`config.mk`:
```
export PLATFORM = sky130hd
export DESIGN_NAME = acc_update_scheduler
export DESIGN_NICKNAME = d
export VERILOG_FILES = /design/src/rtl/acc_update_scheduler.sv
export SDC_FILE = /design/constraint.sdc
export NUM_CORES = 1
export LEC_CHECK = 0
export ABC_AREA = 1
export CORE_ASPECT_RATIO = 1.5
export CORE_MARGIN = 2
export CORE_UTILIZATION = 40
export CTS_CLUSTER_DIAMETER = 30
export DETAILED_ROUTE_END_ITERATION = 16
export PLACE_DENSITY_LB_ADDON = 0.08
export REMOVE_ABC_BUFFERS = 1
export SLEW_MARGIN = 20
export SYNTH_ARGS = -nofsm -noshare
export SYNTH_HDL_FRONTEND = slang
export SYNTH_SLANG_ARGS = --single-unit
```
`constraint.sdc`:
```
create_clock -name clk -period 2.9 [get_ports clk]
set_input_delay 0.58 -clock clk [delete_from_list [all_inputs] [get_ports clk]]
set_output_delay 0.58 -clock clk [all_outputs]
set_load 0.01 [all_outputs]
```
`src/rtl/acc_update_scheduler.sv`:
```
// Request sequencer for the feature accumulator: buffers row-update requests,
// waits out the bias-load boot phase, then issues one triggered update at a time.
module acc_update_scheduler #(
  parameter int ROW_W       = 7,
  parameter int MAX_ROW     = 120,
  parameter int DEPTH       = 8,
  parameter int BOOT_CYCLES = 8,
  parameter int TIMEOUT     = 64
) (
  input  logic                       clk,
  input  logic                       rst_n,
  input  logic                       req_valid,
  output logic                       req_ready,
  input  logic [ROW_W-1:0]           req_row,
  input  logic                       req_add,
  input  logic                       req_player,
  output logic                       acc_trigger,
  output logic [ROW_W-1:0]           acc_row,
  output logic                       acc_add,
  output logic                       acc_player,
  input  logic                       acc_finish,
  output logic                       busy,
  output logic                       drained,
  output logic [$clog2(DEPTH):0]     pending,
  output logic [15:0]                done_count,
  output logic                       err_range,
  output logic                       err_timeout,
  input  logic                       err_clr
);

  localparam int PTR_W  = $clog2(DEPTH);
  localparam int CNT_W  = PTR_W + 1;
  localparam int BOOT_W = $clog2(BOOT_CYCLES + 1);
  localparam int TMO_W  = $clog2(TIMEOUT + 1);
  localparam int ENT_W  = ROW_W + 2;

  typedef enum logic [1:0] {ST_BOOT, ST_IDLE, ST_WAIT} state_t;

  state_t             state_reg, state_next;
  logic [BOOT_W-1:0]  boot_cnt_reg, boot_cnt_next;
  logic [TMO_W-1:0]   tmo_cnt_reg, tmo_cnt_next;
  logic               trigger_reg, trigger_next;
  logic [ROW_W-1:0]   acc_row_reg, acc_row_next;
  logic               acc_add_reg, acc_add_next;
  logic               acc_player_reg, acc_player_next;
  logic [15:0]        done_reg, done_next;
  logic               err_range_reg, err_range_next;
  logic               err_timeout_reg, err_timeout_next;

  logic [ENT_W-1:0]   mem [DEPTH];
  logic [PTR_W-1:0]   wr_ptr_reg, rd_ptr_reg;
  logic [CNT_W-1:0]   count_reg;

  logic               accept, row_bad, push, pop, timeout_hit;

  assign req_ready = (count_reg < CNT_W'(DEPTH));
  assign accept    = req_valid && req_ready;
  assign row_bad   = (req_row > ROW_W'(MAX_ROW));
  // Out-of-range rows are consumed without back-pressure but never stored.
  assign push      = accept && !row_bad;

  always_comb begin
    state_next      = state_reg;
    boot_cnt_next   = boot_cnt_reg;
    tmo_cnt_next    = tmo_cnt_reg;
    trigger_next    = 1'b0;
    acc_row_next    = acc_row_reg;
    acc_add_next    = acc_add_reg;
    acc_player_next = acc_player_reg;
    done_next       = done_reg;
    pop             = 1'b0;
    timeout_hit     = 1'b0;
    case (state_reg)
      ST_BOOT: begin
        if (boot_cnt_reg == BOOT_W'(BOOT_CYCLES - 1)) begin
          state_next = ST_IDLE;
        end else begin
          boot_cnt_next = boot_cnt_reg + 1'b1;
        end
      end
      ST_IDLE: begin
        if (count_reg != '0) begin
          pop = 1'b1;
          {acc_row_next, acc_add_next, acc_player_next} = mem[rd_ptr_reg];
          trigger_next = 1'b1;
          tmo_cnt_next = '0;
          state_next   = ST_WAIT;
        end
      end
      ST_WAIT: begin
        // Operands stay frozen: add/player are sampled only at completion.
        if (acc_finish) begin
          done_next  = done_reg + 16'd1;
          state_next = ST_IDLE;
        end else if (tmo_cnt_reg == TMO_W'(TIMEOUT - 1)) begin
          timeout_hit = 1'b1;
          state_next  = ST_IDLE;
        end else begin
          tmo_cnt_next = tmo_cnt_reg + 1'b1;
        end
      end
      default: state_next = ST_BOOT;
    endcase

    err_range_next   = (accept && row_bad) ? 1'b1 : (err_clr ? 1'b0 : err_range_reg);
    err_timeout_next = timeout_hit ? 1'b1 : (err_clr ? 1'b0 : err_timeout_reg);
  end

  always_ff @(posedge clk or negedge rst_n) begin
    if (!rst_n) begin
      state_reg       <= ST_BOOT;
      boot_cnt_reg    <= '0;
      tmo_cnt_reg     <= '0;
      trigger_reg     <= 1'b0;
      acc_row_reg     <= '0;
      acc_add_reg     <= 1'b0;
      acc_player_reg  <= 1'b0;
      done_reg        <= '0;
      err_range_reg   <= 1'b0;
      err_timeout_reg <= 1'b0;
    end else begin
      state_reg       <= state_next;
      boot_cnt_reg    <= boot_cnt_next;
      tmo_cnt_reg     <= tmo_cnt_next;
      trigger_reg     <= trigger_next;
      acc_row_reg     <= acc_row_next;
      acc_add_reg     <= acc_add_next;
      acc_player_reg  <= acc_player_next;
      done_reg        <= done_next;
      err_range_reg   <= err_range_next;
      err_timeout_reg <= err_timeout_next;
    end
  end

  always_ff @(posedge clk or negedge rst_n) begin
    if (!rst_n) begin
      wr_ptr_reg <= '0;
      rd_ptr_reg <= '0;
      count_reg  <= '0;
    end else begin
      if (push) wr_ptr_reg <= wr_ptr_reg + 1'b1;
      if (pop)  rd_ptr_reg <= rd_ptr_reg + 1'b1;
      case ({push, pop})
        2'b10:   count_reg <= count_reg + 1'b1;
        2'b01:   count_reg <= count_reg - 1'b1;
        default: count_reg <= count_reg;
      endcase
    end
  end

  // Storage carries no reset so it maps onto distributed/block RAM.
  always_ff @(posedge clk) begin
    if (push) mem[wr_ptr_reg] <= {req_row, req_add, req_player};
  end

  assign acc_trigger = trigger_reg;
  assign acc_row     = acc_row_reg;
  assign acc_add     = acc_add_reg;
  assign acc_player  = acc_player_reg;
  assign pending     = count_reg;
  assign done_count  = done_reg;
  assign err_range   = err_range_reg;
  assign err_timeout = err_timeout_reg;
  assign busy        = (state_reg != ST_IDLE) || (count_reg != '0);
  assign drained     = !busy;

endmodule

```
==> out/qor.csv, run 1 <==
metric;value;unit
CTS Hold Buffers Added;0;
worst path cell trace;clkdlybuf4s50_1 > or2_1 > o21ai_2 > nand3_2 > ha_1 > nand2_1 > inv_1 > nor2_1 > ha_1 > a21oi_1 > or2_2 > a31oi_1;
Synth Register Bits;123;
most common cell in the netlist;nand2_1;
root buf cell;clkbuf_16;
final setup violation count;0;
worst-margin pin slew;725.3;ps
fin cells;798;
CP Data Arrival Time;2740;ps
Leak;0.002819;µW
via-per-instance ratio;4.962;
slew margin rel.;51.64;%
reg2reg setup slack;760;ps
GRT overflow;0;
CTS tree;built;
GRT met2 Usage;33.41;%
clk slew on worst S/H paths;60;ps
first-pass GRT wire length;21.04;mm
number of synthesized flops with an enable pin;72;
nets;645;
Max Slew Vio Count;0;
most used routing layer;met2;
post-route cell area;0.006802;mm²
Post-Syn Area;0.005495;mm²
post-synthesis sequential area ratio;62.57;%
Final GP Congestion;0.7817;
Pre-antenna DRT Iters;5;
ant diodes;0;
Worst Slack Setup Final;483.2;ps
Crit-path slowest cell;clkdlybuf4s50_1;
Largest register FFs;72;
IO Count;49;
grt met1 use;22.24;%
r2r startpoint;pending[3];
Num CTS Buffers;17;
Worst-Skew Late Latency;410;ps
Multi-input gate area;0.001812;mm²
top cells by count, synth;114 x nand2_1, 104 x nor2_1, 72 x edfxtp_1;
status;completed;
Reg area;0.003438;mm²
Fin. Hold Viols;0;
Place WS;77.38;ps
Biggest register;mem;
maximum VDD drop;0.5403;mV
met3 GRT Util;4.019;%
critical path's largest stage delay;410;ps
skew final;8.003;ps
Hold/Removal Path Class;in2async;
setup_tns;0;ps
Final Power;6645;µW
Worst EP required;3230;ps
antenna violations before repair;0;
most common flop cell mapped by yosys;edfxtp_1;
synthesized instance count;549;
most frequent CP cell;ha_1;
Synth area leaders;edfxtp_1 39%, dfrtp_1 23%, nand2_1 7.8%;
YS warnings;0;
PortBufs;48;
Placed Instances;766;
Final min period;2417;ps
Die Width;99.70;µm
via count;3960;
CP Launch Type;input pin;
Clock Sinks;123;
Post-CTS Resized;0;
RSZ-0062 raised after global routing;false;
Die Ht;147.6;µm
filler cell count;1250;
Pwr Density;977.0;mW/mm²
initial detailed-routing violation count;212;
area leader, netlist;edfxtp_1;
number of max-cap violations;0;
Critical R2R Capture;pending[2];
largest net degree at the start of global routing;52;
vias in the first global route;4037;
total die area;0.01471;mm²
Routed WL per cell;15.78;µm
Antenna Nets Post-Route;0;
Critical Path Fanout Max;5;
number of distinct library cells after synthesis;35;
Syn Area/Cell;10.01;µm²
Max Root-Sink Buffers;2;
kind of critical path;in2reg;
fmax;413.8;MHz
Post-CTS Setup Inserts;0;
Initial Util;40.80;%
post-detail-place hpwl;8.151;mm
GRT Total Usage;18.83;%
Async SR Flop Fraction;41.46;%
Yosys top cell area share;39.34;%
Placed Area;0.006236;mm²
# rows;52;
Syn-to-layout area delta;23.77;%
R2R cell count;12;
CORE AREA;0.01347;mm²
Crit. End Element;register;
share of cells above drive strength 1;11.48;%
H-Tree Depth;4;
Final Cycle Share;83.34;%
WL final;12.60;mm
DR DRC count;0;
critical path: cells and delay by family:
family          cells  cell delay [ps]
fa+ha+maj           2              450
buf+inv             2              460
compound gates      3              370
simple gates        5              880
power breakdown:
| part | internal, µW | switching, µW |
|---|---|---|
| clock network | 1190 | 808 |
| registers | 2210 | 275 |
| logic | 858 | 1310 |
| total | 4260 | 2390 |
logic make-up after synthesis:
logic type / Yosys count / share of synthesized area [%]
and+or+nand+nor: 287 / 22.52
buffers and inverters: 54 / 4.463
xor gates and xnor gates: 16 / 2.687
DFF: 123 / 62.57
AOI/OAI and AO/OA: 61 / 5.943
adders and majority gates: 8 / 1.822
worst max-delay path by stage:
stage | slack [ps] | from | end | cells past startpoint
2_1_floorplan | 540 | pending[3] | pending[2] | 12
4_1_cts | 480 | pending[3] | drained | 4
3_3_place_gp | 160 | req_row[0] | pending[2] | 12
3_5_place_dp | 80 | req_row[0] | pending[2] | 12
5_1_grt | 310 | req_row[0] | pending[2] | 12
6_report | 480 | req_row[0] | pending[2] | 12
cell type report:
type	count	share of cell area, %
sequential	123	50.55
multi-input combinational	372	26.64
timing repair buffer	69	9.308
clock buffer	17	6.255
tap	162	2.980
inverter	40	2.208
clock inverter	15	2.060
layout by cell type (no fill, tap or decap), types with 2 or more instances in the layout:
| master | count |
|---|---|
| inv_6 | 6 |
| clkinv_1 | 2 |
| o21ai_0 | 46 |
| a21oi_1 | 3 |
| inv_2 | 3 |
| inv_1 | 36 |
| clkbuf_16 | 17 |
| nor2_1 | 104 |
| xor2_1 | 7 |
| o21ai_1 | 4 |
| nor3_1 | 5 |
| clkinvlp_4 | 3 |
| buf_4 | 21 |
| nand2_1 | 114 |
| ha_1 | 8 |
| nand3_1 | 44 |
| nand2_2 | 2 |
| nand4_1 | 5 |
| o22ai_1 | 2 |
| nand2_4 | 3 |
| or2_2 | 2 |
| clkdlybuf4s50_1 | 47 |
| o21ai_2 | 3 |
| edfxtp_1 | 72 |
| xnor2_1 | 8 |
| nand3b_1 | 2 |
| clkinv_4 | 3 |
| nor2_4 | 2 |
| dfrtp_1 | 51 |
through the flow:
stage | hold slack (ps) | utilization, %
6_report | 307.0 | 50.50
5_1_grt | 374.8 | 50.50
4_1_cts | 331.1 | 50.50
3_5_place_dp | 466.2 | 46.30
3_3_place_gp | 463.7 | 46.30
2_1_floorplan | 284.4 | -
metal layers:
layer	wire, µm	share of wire (%)	up-vias
li1	-	-	1976
met1	5312	42	1882
met2	6671	53	86
met3	431	3.4	16
met4	178	1.4	0
met5	0	0	-
Note: power is estimated with default switching activity, not from simulation.
==> run 2, diff against run 1 <==
- clock period: 2.9 -> 2.1 ns (I/O delays scaled with it)
==> run 2 against run 1 <==
Against the previous run:
- sequential share of layout area down 2.1 points
- core utilization increased by 2.2 points
- worst hold slack gained 57 ps
- clock skew about the same
- critical endpoint unchanged
==> out/qor.csv, run 2 (same netlist as run 1, synthesis figures left out) <==
metric;value;unit;change
status;completed;;
Pre-antenna DRT Iters;6;;+1
largest net degree at the start of global routing;38;;-27%
Critical R2R Capture;pending[2];;
H-Tree Depth;4;;unchanged
critical path buffer and inverter count;3;;+1
reg2reg setup slack;130;ps;-630 ps
Die Width;99.70;µm;unchanged
clk slew on worst S/H paths;60;ps;about the same
worst-margin pin slew;567.6;ps;-157.7 ps
nets;666;;+3.3%
Placed Instances;780;;+1.8%
root buf cell;clkbuf_16;;
CORE AREA;0.01347;mm²;unchanged
kind of critical path;in2reg;;
GRT overflow;0;;unchanged
PortBufs;48;;unchanged
Largest register FFs;72;;unchanged
Routed WL per cell;16.00;µm;+1.4%
CP delay by family, top;simple AND/OR/NAND/NOR gates;;
vias in the first global route;4255;;+5.4%
initial detailed-routing violation count;127;;-40%
Syn-to-layout area delta;29.05;%;
share of cells above drive strength 1;15.98;%;+4.5 points
Critical Path Fanout Max;3;;-2
worst path cell trace;clkdlybuf4s50_1 > nand2_1 > nor2_4 > o21ai_2 > nand3_2 > ha_4 > buf_4 > buf_4 > nand2_1 > nand2_2 > or2_2 > a31oi_1;;
final setup violation count;0;;unchanged
post-detail-place hpwl;8.597;mm;+5.5%
Max Slew Vio Count;0;;unchanged
via-per-instance ratio;4.918;;-0.89%
first-pass GRT wire length;21.48;mm;+2.1%
Leak;0.002975;µW;+5.5%
Hold/Removal Path Class;in2reg;;
Biggest register;mem;;
Num CTS Buffers;17;;unchanged
Clock Sinks;123;;unchanged
R2R cell count;11;;-1
maximum VDD drop;0.7722;mV;+43%
ant diodes;0;;unchanged
Die Ht;147.6;µm;unchanged
commonest non-fill, non-tap cell in the layout;nand2_1;;
Crit. End Element;register;;
total die area;0.01471;mm²;unchanged
Worst-Skew Late Latency;410;ps;about the same
Final GP Congestion;0.7744;;-0.93%
Final Cycle Share;95.30;%;
Final Power;9850;µW;+48%
Initial Util;40.80;%;unchanged
slew margin rel.;62.16;%;+11 points
number of max-cap violations;0;;unchanged
fin cells;819;;+2.6%
most frequent cells in the layout;111 x nand2_1, 100 x nor2_1, 72 x edfxtp_1;;
r2r startpoint;pending[0];;
worst hold endpoint;mem[2][5];;
CP Launch Type;input pin;;
Fin. Hold Viols;0;;unchanged
WL final;13.11;mm;+4.1%
# rows;52;;unchanged
Worst EP required;2430;ps;-800 ps
CTS tree;built;;
Antenna Nets Post-Route;0;;unchanged
CP Data Arrival Time;2330;ps;-410 ps
via count;4028;;+1.7%
Final min period;2001;ps;
GRT Total Usage;19.23;%;+0.40 points
IO Count;49;;unchanged
fmax;499.7;MHz;
critical path's largest stage delay;440;ps;+30 ps
Max Root-Sink Buffers;2;;unchanged
hold_sp;req_row[3];;
hold depth;2;;
DR DRC count;0;;unchanged
Crit-path slowest cell;clkdlybuf4s50_1;;
skew final;7.774;ps;-0.2287 ps
antenna violations before repair;0;;unchanged
Pwr Density;1389;mW/mm²;+42%
## run 2: cell types whose count changed in the layout (fill, tap and decap cells not counted), moves of 3 or more
cell / delta
buf_4: +18
bufinv_16: +3
clkdlybuf4s50_1: -5
dlygate4sd2_1: +3
inv_6: -4
nand2_1: -3
nor2_1: -4
## run 2: where the power goes
| group | internal (µW) | switching, µW | total [µW] |
|---|---|---|---|
| Clock | 1990 | 1080 | 3070 |
| Sequential | 3050 | 276 | 3320 |
| Combinational | 1420 | 2040 | 3450 |
| Total | 6450 | 3400 | 9850 |
## run 2: routing by layer
| metal | wire length, µm | vias up | GRT usage, % |
|---|---|---|---|
| li1 | - | 2018 | - |
| met1 | 5545 | 1901 | 23.06 |
| met2 | 6813 | 86 | 33.11 |
| met3 | 413 | 23 | 3.688 |
| met4 | 335 | 0 | 8.973 |
| met5 | 0 | - | 0 |
## run 2: worst max path at each step
stage                from    endpoint  slack [ps]  cells past startpoint
6_report       req_row[6]  pending[2]         100                     12
5_1_grt        req_row[6]  pending[3]         -20                     16
4_1_cts        req_row[3]  pending[2]          20                     14
3_5_place_dp   req_row[0]  pending[2]        -510                     12
3_3_place_gp   req_row[0]  pending[2]        -410                     12
2_1_floorplan  pending[3]  pending[2]        -260                     12
## run 2: layout make-up
class / instances / area, µm²
fill: 1226 / 6376
sequential: 123 / 3438
multi-input combinational: 372 / 1864
timing repair buffer: 90 / 810.8
clock buffer: 18 / 429.2
tap: 162 / 202.7
clock inverter: 14 / 196.4
inverter: 40 / 150.1
## run 2: through the flow
step / utilization, % / hold slack [ps] / setup WS, ps / area [µm²] / setup TNS [ps]
3_5_place_dp: 47.18 / 443.8 / -512.0 / 6354 / -15330
5_1_grt: 52.66 / 361.8 / -22.32 / 7092 / -24.16
2_1_floorplan: - / 124.4 / -257.0 / 5400 / -313.6
4_1_cts: 52.24 / 475.5 / 21.92 / 7036 / 0
3_3_place_gp: 47.18 / 439.6 / -406.7 / 6354 / -12000
6_report: 52.66 / 363.9 / 98.62 / 7092 / 0
## run 2: timing repair
action / 4_1_cts / 5_1_grt
setup buffers: 4 / 2
gates resized for setup: 9 / 13
hold buffers: 1 / 0
endpoints found under the setup margin: 2 / 3
endpoints found under the hold margin: 3 / 0
pin swaps: 6 / 5
==> run 3, diff against run 2 <==
- SKIP_CTS_REPAIR_TIMING: unset -> 1
==> run 3 against run 2 <==
Against the previous run:
- the run now ends with hold timing left
- sequential share of layout area increased by 0.35 points
- clock-buffer cell count stayed put
- flip-flop and latch count unchanged
- sequential power hardly changed
- largest cell class unchanged
==> out/qor.csv, run 3 (same netlist as run 1, synthesis figures left out) <==
metric;value;unit;change
status;finished, violations left;;
failing checks;hold timing;;
Worst-Skew Late Latency;410;ps;about the same
CP Data Arrival Time;2330;ps;about the same
CORE AREA;0.01347;mm²;unchanged
Die Ht;147.6;µm;unchanged
Crit. End Element;register;;
fin cells;815;;-0.49%
Die Width;99.70;µm;unchanged
largest net degree at the start of global routing;38;;unchanged
Final min period;1997;ps;-4.807 ps
clk slew on worst S/H paths;60;ps;about the same
Antenna Nets Post-Route;0;;unchanged
nets;662;;-0.60%
root buf cell;clkbuf_16;;
Pwr Density;1387;mW/mm²;-0.11%
# rows;52;;unchanged
fmax;500.9;MHz;+0.24%
GRT overflow;0;;unchanged
slew margin rel.;62.42;%;+0.26 points
via count;4012;;-0.40%
worst setup path endpoint;pending[2];;
number of max-cap violations;0;;unchanged
initial detailed-routing violation count;137;;+7.9%
H-Tree Depth;4;;unchanged
maximum VDD drop;0.7583;mV;-1.8%
DR DRC count;0;;unchanged
Clock Sinks;123;;unchanged
Final Cycle Share;95.07;%;-0.23 points
Routed WL per cell;15.91;µm;-0.61%
RSZ-0062 raised after global routing;false;;
setup_tns;0;ps;unchanged
Syn-to-layout area delta;28.12;%;
commonest non-fill, non-tap cell in the layout;nand2_1;;
vias in the first global route;4215;;-0.94%
first-pass GRT wire length;21.29;mm;-0.87%
antenna violations before repair;0;;unchanged
Critical R2R Capture;pending[2];;
PortBufs;48;;unchanged
share of cells above drive strength 1;14.70;%;-1.3 points
CP Launch Type;input pin;;
Worst Slack Setup Final;103.4;ps;+4.807 ps
IO Count;49;;unchanged
WL final;12.96;mm;-1.1%
Largest register FFs;72;;unchanged
total die area;0.01471;mm²;unchanged
Initial Util;40.80;%;unchanged
CTS tree;built;;
skew final;8.694;ps;+0.9207 ps
Max Root-Sink Buffers;2;;unchanged
Num CTS Buffers;17;;unchanged
Placed Instances;780;;unchanged
Critical Path Fanout Max;8;;+5
r2r startpoint;pending[0];;
Final GP Congestion;0.7744;;unchanged
final setup violation count;0;;unchanged
Fin. Hold Viols;3;;+3
Pre-antenna DRT Iters;6;;unchanged
Hold/Removal Path Class;in2async;;
Biggest register;mem;;
via-per-instance ratio;4.923;;about the same
ant diodes;0;;unchanged
post-detail-place hpwl;8.597;mm;unchanged
hold_ws;-6.822;ps;-370.7 ps
GRT Total Usage;19.06;%;-0.17 points
Final Power;9769;µW;-0.83%
Leak;0.002971;µW;-0.15%
worst-margin pin slew;562.9;ps;-4.710 ps
CP startpoint;req_row[3];;
Place WS;-512.0;ps;unchanged
Max Slew Vio Count;0;;unchanged
Worst EP required;2430;ps;about the same
reg2reg setup slack;150;ps;+20 ps
R2R cell count;12;;+1
most frequent cells in the layout;113 x nand2_1, 103 x nor2_1, 72 x edfxtp_1;;
kind of critical path;in2reg;;
[run 3: worst min path at each step]
stage | from | endpoint | slack, ps
floorplan | rst_n | acc_add | 120
detailed placement | rst_n | done_count[8] | 440
global route | rst_n | done_count[8] | 20
CTS | rst_n | done_count[8] | -4
finish | rst_n | done_count[8] | -7
global placement | rst_n | done_count[8] | 440
[run 3: final cells by class]
class                   instances  area, µm²
inverters                      40      150.1
clock inverters                14      196.4
repair buffers                 86      787.0
fillers                      1229       6427
multi-input cells             372       1837
well taps                     162      202.7
clock buffers                  18      429.2
flip-flops and latches        123       3438
[run 3: per-layer routing]
metal	track usage, %	vias up	share of wire, %
met5	0	-	0
met4	8.973	0	2.7
met3	3.688	24	3.1
met2	32.67	88	52
met1	22.94	1892	42
li1	-	2008	-
[run 3: per-stage QoR]
stage / util [%] / cell area, µm² / hold slack, ps
floorplan: - / 5400 / 124.4
global placement: 47.18 / 6354 / 439.6
detailed placement: 47.18 / 6354 / 443.8
CTS: 51.82 / 6979 / -3.676
global route: 52.28 / 7041 / 17.86
finish: 52.28 / 7041 / -6.822
[run 3: report_power, final]
group	leakage [µW]	internal, µW	total, µW	switching, µW
combinational	0.00136	1370	3370	2000
sequential	0.00131	3050	3320	272
clock	0.000297	1990	3080	1090
[run 3: critical path: stages]
cell	delay, ps
clkdlybuf4s50_1	410
buf_6	140
nand2_2	50
nor2_1	40
o21ai_2	70
nand3_2	120
ha_4	180
nand2_1	50
inv_1	50
nor2_2	120
ha_2	170
a21oi_1	50
or2_4	250
a31oi_1	170
